$ cat config.mk
export PLATFORM = sky130hd
export DESIGN_NAME = fleet_march_ctrl
export DESIGN_NICKNAME = d
export VERILOG_FILES = /design/src/rtl/fleet_march_ctrl.sv
export SDC_FILE = /design/constraint.sdc
export NUM_CORES = 1
export LEC_CHECK = 0
export CAP_MARGIN = 5
export CORE_ASPECT_RATIO = 0.9
export CORE_UTILIZATION = 45
export CTS_BUF_LIST = sky130_fd_sc_hd__clkbuf_16
export CTS_CLUSTER_SIZE = 12
export DETAILED_ROUTE_END_ITERATION = 10
export HOLD_SLACK_MARGIN = 0.03
export PLACE_DENSITY_LB_ADDON = 0.1
export SLEW_MARGIN = 20
export SYNTH_ARGS = -nofsm -noshare
export SYNTH_HDL_FRONTEND = slang
export SYNTH_SLANG_ARGS = --single-unit
$ cat constraint.sdc
create_clock -name clk_i -period 2.7 [get_ports clk_i]
set_input_delay 0.405 -clock clk_i [delete_from_list [all_inputs] [get_ports clk_i]]
set_output_delay 0.405 -clock clk_i [all_outputs]
set_load 0.005 [all_outputs]
$ cat src/rtl/fleet_march_ctrl.sv
// -----------------------------------------------------------------------------
// fleet_march_ctrl
//
// Sequences the enemy fleet's march across the playfield. It decides when the
// fleet steps right, left or down, and it holds the shared x/y offset that every
// ship adds to its start position. It also detects two conditions:
//   - the fleet has landed (y offset reached LAND_Y_P), and
//   - the fleet has been cleared (no live ships), which is followed by a
//     respawn request after RESPAWN_FRAMES_P frames.
//
// Optional feature macro: FLEET_SPEEDUP_EN
//   defined   : step period = max(MIN_PERIOD_P, popcount(alive_i)*PERIOD_PER_SHIP_P),
//               so the fleet speeds up as ships die.
//   undefined : step period is fixed at
//               max(MIN_PERIOD_P, NUM_SHIPS_P*PERIOD_PER_SHIP_P);
//               no population counter is built.
//
// Ports:
//   clk_i        in   1            system clock
//   reset_i      in   1            synchronous, active-high reset
//   frame_i      in   1            one-cycle pulse per displayed frame
//   alive_i      in   NUM_SHIPS_P  bit k high while ship k is alive
//   x_off_o      out  10           fleet horizontal offset (pixels)
//   y_off_o      out  10           fleet vertical offset (pixels)
//   step_x_o     out  1            one-cycle pulse on a horizontal step
//   step_y_o     out  1            one-cycle pulse on a descent step
//   dir_right_o  out  1            current march direction (1 = right)
//   landed_o     out  1            sticky, fleet reached LAND_Y_P
//   respawn_o    out  1            one-cycle respawn request
// -----------------------------------------------------------------------------
module fleet_march_ctrl #(
    parameter int NUM_SHIPS_P       = 8,
    parameter int FLEET_W_P         = 200,
    parameter int SCREEN_W_P        = 640,
    parameter int STEP_X_P          = 10,
    parameter int STEP_Y_P          = 10,
    parameter int LAND_Y_P          = 300,
    parameter int PERIOD_PER_SHIP_P = 6,
    parameter int MIN_PERIOD_P      = 4,
    parameter int RESPAWN_FRAMES_P  = 300
) (
    input  logic                   clk_i,
    input  logic                   reset_i,
    input  logic                   frame_i,
    input  logic [NUM_SHIPS_P-1:0] alive_i,
    output logic [9:0]             x_off_o,
    output logic [9:0]             y_off_o,
    output logic                   step_x_o,
    output logic                   step_y_o,
    output logic                   dir_right_o,
    output logic                   landed_o,
    output logic                   respawn_o
);

    typedef enum logic [2:0] {
        S_IDLE    = 3'd0,
        S_MARCH_R = 3'd1,
        S_MARCH_L = 3'd2,
        S_DESCEND = 3'd3,
        S_LANDED  = 3'd4,
        S_CLEARED = 3'd5
    } state_t;

    // ------------------------------------------------------------------
    // Step period
    // ------------------------------------------------------------------
    logic [15:0] w_period;

`ifdef FLEET_SPEEDUP_EN
    // Population count built as a running prefix sum over the ships.
    logic [15:0] w_psum [0:NUM_SHIPS_P];
    logic [15:0] w_raw_period;

    assign w_psum[0] = 16'd0;

    genvar gi;
    generate
        for (gi = 0; gi < NUM_SHIPS_P; gi++) begin : g_popcnt
            assign w_psum[gi+1] = w_psum[gi] + {15'd0, alive_i[gi]};
        end
    endgenerate

    assign w_raw_period = w_psum[NUM_SHIPS_P] * 16'(PERIOD_PER_SHIP_P);
    assign w_period     = (w_raw_period < 16'(MIN_PERIOD_P)) ? 16'(MIN_PERIOD_P)
                                                             : w_raw_period;
`else
    localparam int FIXED_PERIOD_L =
        (NUM_SHIPS_P * PERIOD_PER_SHIP_P < MIN_PERIOD_P) ? MIN_PERIOD_P
                                                         : NUM_SHIPS_P * PERIOD_PER_SHIP_P;
    assign w_period = 16'(FIXED_PERIOD_L);
`endif

    // ------------------------------------------------------------------
    // Registers
    // ------------------------------------------------------------------
    state_t      r_state;
    logic [15:0] r_frame_cnt;
    logic [15:0] r_resp_cnt;
    logic [9:0]  r_x_off;
    logic [9:0]  r_y_off;
    logic        r_dir_right;
    logic        r_step_x;
    logic        r_step_y;
    logic        r_landed;
    logic        r_respawn;

    state_t      w_state_next;
    logic [15:0] w_frame_cnt_next;
    logic [15:0] w_resp_cnt_next;
    logic [9:0]  w_x_off_next;
    logic [9:0]  w_y_off_next;
    logic        w_dir_right_next;
    logic        w_step_x_next;
    logic        w_step_y_next;
    logic        w_landed_next;
    logic        w_respawn_next;

    // ------------------------------------------------------------------
    // Datapath helpers
    // ------------------------------------------------------------------
    logic        w_cleared;
    logic        w_period_hit;
    logic [11:0] w_right_edge;
    logic        w_fits_right;
    logic        w_fits_left;
    logic [9:0]  w_y_step;
    logic        w_lands;

    assign w_cleared    = (alive_i == '0);
    // ">=" rather than "==" so a period that shrank below the current count
    // still fires on the very next frame instead of wrapping.
    assign w_period_hit = ((r_frame_cnt + 16'd1) >= w_period);
    assign w_right_edge = {2'b00, r_x_off} + 12'(FLEET_W_P + STEP_X_P);
    assign w_fits_right = (w_right_edge <= 12'(SCREEN_W_P));
    assign w_fits_left  = (r_x_off >= 10'(STEP_X_P));
    assign w_y_step     = r_y_off + 10'(STEP_Y_P);
    assign w_lands      = (w_y_step >= 10'(LAND_Y_P));

    // ------------------------------------------------------------------
    // State register
    // ------------------------------------------------------------------
    always_ff @(posedge clk_i) begin
        if (reset_i) begin
            r_state     <= S_IDLE;
            r_frame_cnt <= 16'd0;
            r_resp_cnt  <= 16'd0;
            r_x_off     <= 10'd0;
            r_y_off     <= 10'd0;
            r_dir_right <= 1'b1;
            r_step_x    <= 1'b0;
            r_step_y    <= 1'b0;
            r_landed    <= 1'b0;
            r_respawn   <= 1'b0;
        end else begin
            r_state     <= w_state_next;
            r_frame_cnt <= w_frame_cnt_next;
            r_resp_cnt  <= w_resp_cnt_next;
            r_x_off     <= w_x_off_next;
            r_y_off     <= w_y_off_next;
            r_dir_right <= w_dir_right_next;
            r_step_x    <= w_step_x_next;
            r_step_y    <= w_step_y_next;
            r_landed    <= w_landed_next;
            r_respawn   <= w_respawn_next;
        end
    end

    // ------------------------------------------------------------------
    // Next-state and output logic
    // ------------------------------------------------------------------
    always_comb begin
        w_state_next     = r_state;
        w_frame_cnt_next = r_frame_cnt;
        w_resp_cnt_next  = r_resp_cnt;
        w_x_off_next     = r_x_off;
        w_y_off_next     = r_y_off;
        w_dir_right_next = r_dir_right;
        w_step_x_next    = 1'b0;
        w_step_y_next    = 1'b0;
        w_landed_next    = r_landed;
        w_respawn_next   = 1'b0;

        case (r_state)
            S_IDLE: begin
                if (frame_i) begin
                    w_state_next     = S_MARCH_R;
                    w_frame_cnt_next = 16'd0;
                end
            end

            S_MARCH_R, S_MARCH_L: begin
                if (w_cleared) begin
                    w_state_next    = S_CLEARED;
                    w_resp_cnt_next = 16'd0;
                end else if (frame_i) begin
                    if (w_period_hit) begin
                        w_frame_cnt_next = 16'd0;
                        if (r_state == S_MARCH_R) begin
                            if (w_fits_right) begin
                                w_x_off_next  = r_x_off + 10'(STEP_X_P);
                                w_step_x_next = 1'b1;
                            end else begin
                                // Direction flips on entry to DESCEND so the
                                // descent frame already shows the new heading.
                                w_state_next     = S_DESCEND;
                                w_dir_right_next = 1'b0;
                            end
                        end else begin
                            if (w_fits_left) begin
                                w_x_off_next  = r_x_off - 10'(STEP_X_P);
                                w_step_x_next = 1'b1;
                            end else begin
                                w_state_next     = S_DESCEND;
                                w_dir_right_next = 1'b1;
                            end
                        end
                    end else begin
                        w_frame_cnt_next = r_frame_cnt + 16'd1;
                    end
                end
            end

            S_DESCEND: begin
                if (w_cleared) begin
                    w_state_next    = S_CLEARED;
                    w_resp_cnt_next = 16'd0;
                end else if (frame_i) begin
                    w_y_off_next     = w_y_step;
                    w_step_y_next    = 1'b1;
                    w_frame_cnt_next = 16'd0;
                    if (w_lands) begin
                        w_state_next  = S_LANDED;
                        w_landed_next = 1'b1;
                    end else begin
                        w_state_next = r_dir_right ? S_MARCH_R : S_MARCH_L;
                    end
                end
            end

            S_LANDED: begin
                // Terminal until reset; everything stays frozen.
            end

            S_CLEARED: begin
                if (frame_i) begin
                    if (r_resp_cnt == 16'(RESPAWN_FRAMES_P - 1)) begin
                        w_respawn_next   = 1'b1;
                        w_x_off_next     = 10'd0;
                        w_y_off_next     = 10'd0;
                        w_dir_right_next = 1'b1;
                        w_resp_cnt_next  = 16'd0;
                        w_frame_cnt_next = 16'd0;
                        w_state_next     = S_IDLE;
                    end else begin
                        w_resp_cnt_next = r_resp_cnt + 16'd1;
                    end
                end
            end

            default: begin
                w_state_next = S_IDLE;
            end
        endcase
    end

    assign x_off_o     = r_x_off;
    assign y_off_o     = r_y_off;
    assign step_x_o    = r_step_x;
    assign step_y_o    = r_step_y;
    assign dir_right_o = r_dir_right;
    assign landed_o    = r_landed;
    assign respawn_o   = r_respawn;

endmodule

==> impl_results.md <==
- Area Overhead vs Synth: 24.3%
- Gate Count Post-Synth: 459
- Hold endpoint: landed_o
- Post-synth EDFFs: 0
- H-tree depth: 3
- Number of antenna violations at the first check in global routing: 0
- Clk slew on worst S/H paths: 0.05 ns
- Seq. cell area: 0.00116 mm2
- Critical Path Source Type: flop
- Setup TNS: 0 ns
- CTS tree: yes
- Min-Delay Path Class: reg2reg
- LEAKAGE: 0.00167 uW
- Worst Reg-to-Reg Cells: 8
- Count of hold-fix buffers inserted at cts: 0
- Post-Layout Inst Area: 0.00457 mm2
- Share of layout cells above drive strength 1: 13.1%
- R2r startpoint: r_resp_cnt[0]
- Gr ovfl total: 0
- Power Density: 778 mW/mm2
- Placed Instance Area: 0.00422 mm2
- Max Cap Viol: 0
- Worst Tran Pin Value: 0.577 ns
- HPWL Detailed: 6590 um
- Status: complete, no violations
- IO Port Bufs: 33
- Diode count: 0
- Fin util: 59.2%
- Routed Antenna Nets: 0
- Num CTS Buffers: 9
- Final Hold Viols: 0
- Drt total wl: 9320 um
- Synth Register Bits: 58
- I/O pin count: 36
- Top cells by area, synth: dfxtp_1 (32%), nor2_1 (5.7%), xor2_1 (4.5%)
- Drt drc: 0
- Top-count cell post-synth: dfxtp_1
- Critical Path Sink Type: flop
- CP required: 2.92 ns
- Initial Util: 47.6%
- Clock Path Buffers: 2
- Fin nets: 525
- Critical Path AT: 2.81 ns
- Final setup fails: 0
- Vias/cell: 5.92
- Vias: 3604
- Area of the multi-input gates: 0.00235 mm2
- Mean Syn Cell Area: 8.02 um2
- Root Buffer: clkbuf_16
- Share of the synthesized area in the top cell type: 31.6%
- Placer Congestion: 0.954
- Top FF cell, synth: dfxtp_1
- Min Tclk post-route: 2.59 ns
- Core footprint: 0.00773 mm2
- CP max FO: 6
- Ys async rst share: 0%
- Initial DRC count: 162
- Setup slack, reg-to-reg: 0.11 ns
- Cell Rows: 30
- Area leader, netlist: dfxtp_1
- GRT Overall Usage: 21.9%
- Clock Skew: 0.00536 ns
- Router iterations before antenna repair: 5
- Period utilisation layout: 95.9%
- Vias in the first global route: 3202
- Chip Width: 97.3 um
- Synth unique cells: 73
- Register area share after synthesis: 31.6%
- Top cells by count, synth: dfxtp_1 (58), nor2_1 (56), nand2_1 (34)
- # fillers: 678
- Die area: 0.00854 mm2
- Die Y: 87.8 um
- Global-route wire length before repair: 15200 um
- CTS sink cnt: 58
- Fmax: 386 MHz
- Clock latency on the worst-skew pair: 0.33 ns
- Hold Path Origin: landed_o
- Worst VDD drop: 334 uV
- Pins Over Slew Limit: 0
- Yosys warns: 0
- Synthesized cell area: 0.00368 mm2
- Drt wl/cell: 15.3 um
- Min-Delay Path Depth: 2
- RR Endpoint: x_off_o[9]
- Relative slew slack: 61.4%
- Crit Path Category: reg2reg
- Pin count of the biggest net entering global routing: 18
## cell usage in the layout (no fill, tap or decap), drive strengths merged, types with 19 or more instances in the layout
cell type      count
o21ai             25
nor2              58
dfxtp             58
nand2             34
buf               33
nand3             23
a21oi             21
nor3              21
xor2              19
clkdlybuf4s50     33
## flip-flops by register name, indices dropped and copies added (netlist names)
register	cells
x_off_o	9
y_off_o	9
step_x_o	1
respawn_o	1
dir_right_o	1
landed_o	1
r_resp_cnt	16
r_state	3
step_y_o	1
r_frame_cnt	16
## timing repair
item	CTS	global route
resized for setup	0	9
setup buffers	0	1
endpoints found under the setup margin	0	20
## worst max path at each step
stage / start / to / slack [ns]
5_1_grt: x_off_o[2] / x_off_o[9] / -0.002
3_5_place_dp: alive_i[5] / r_state[1] / -0.03
4_1_cts: x_off_o[2] / x_off_o[9] / 0.05
6_report: r_resp_cnt[0] / x_off_o[9] / 0.11
2_1_floorplan: r_resp_cnt[0] / x_off_o[7] / 0.29
3_3_place_gp: alive_i[5] / r_state[1] / 0.004
## area by class of cell
type	instances	share of cell area (%)
clock buffer	9	4.92
clock inverter	7	1.83
inverter	11	0.903
multi-input combinational	362	51.4
sequential	58	25.4
tap	96	2.63
timing repair buffer	66	12.9
## cells by family after synthesis
logic type,synth area share [%]
and+or+nand+nor,30.8
adders and majority gates,2.04
DFF,31.6
muxes,1.36
other,0.102
buffers and inverters,5.61
AOI/OAI and AO/OA,22.4
xor gates and xnor gates,6.19
## stage by stage
| step | hold WS (ns) | setup WS (ns) | cells | total power, uW |
|---|---|---|---|---|
| CTS | 0.473 | 0.0483 | 608 | 3500 |
| floorplan | 0.454 | 0.289 | 460 | 1890 |
| global placement | 0.450 | 0.00379 | 592 | 2270 |
| detailed placement | 0.459 | -0.0336 | 592 | 2290 |
| finish | 0.469 | 0.111 | 609 | 3560 |
| global route | 0.505 | -0.00192 | 609 | 3760 |
## per-layer routing
metal	up-vias	track usage [%]	part of all wire, %
li1	1805	-	-
met1	1664	28.3	46
met2	123	36.5	47
met3	12	5.51	5.5
met4	0	6.28	0.87
met5	-	0	0
## report_power, final
group          internal (uW)  switching (uW)  total [uW]  leakage, uW
sequential               931             132        1060     0.000470
clock                    795             405        1200     0.000148
combinational            607             688        1290      0.00106
total                   2330            1220        3560      0.00167
## worst max-delay path: stages (launching register included)
cell and delay [ns]:
dfxtp_2 0.34, ha_2 0.19, or4b_4 0.48, nor4_4 0.35, nand2_1 0.14, o21ai_2 0.25, o311ai_4 0.17, a211o_1 0.30
a32o_1 0.26
No activity file was read; power rests on OpenSTA's default activity.
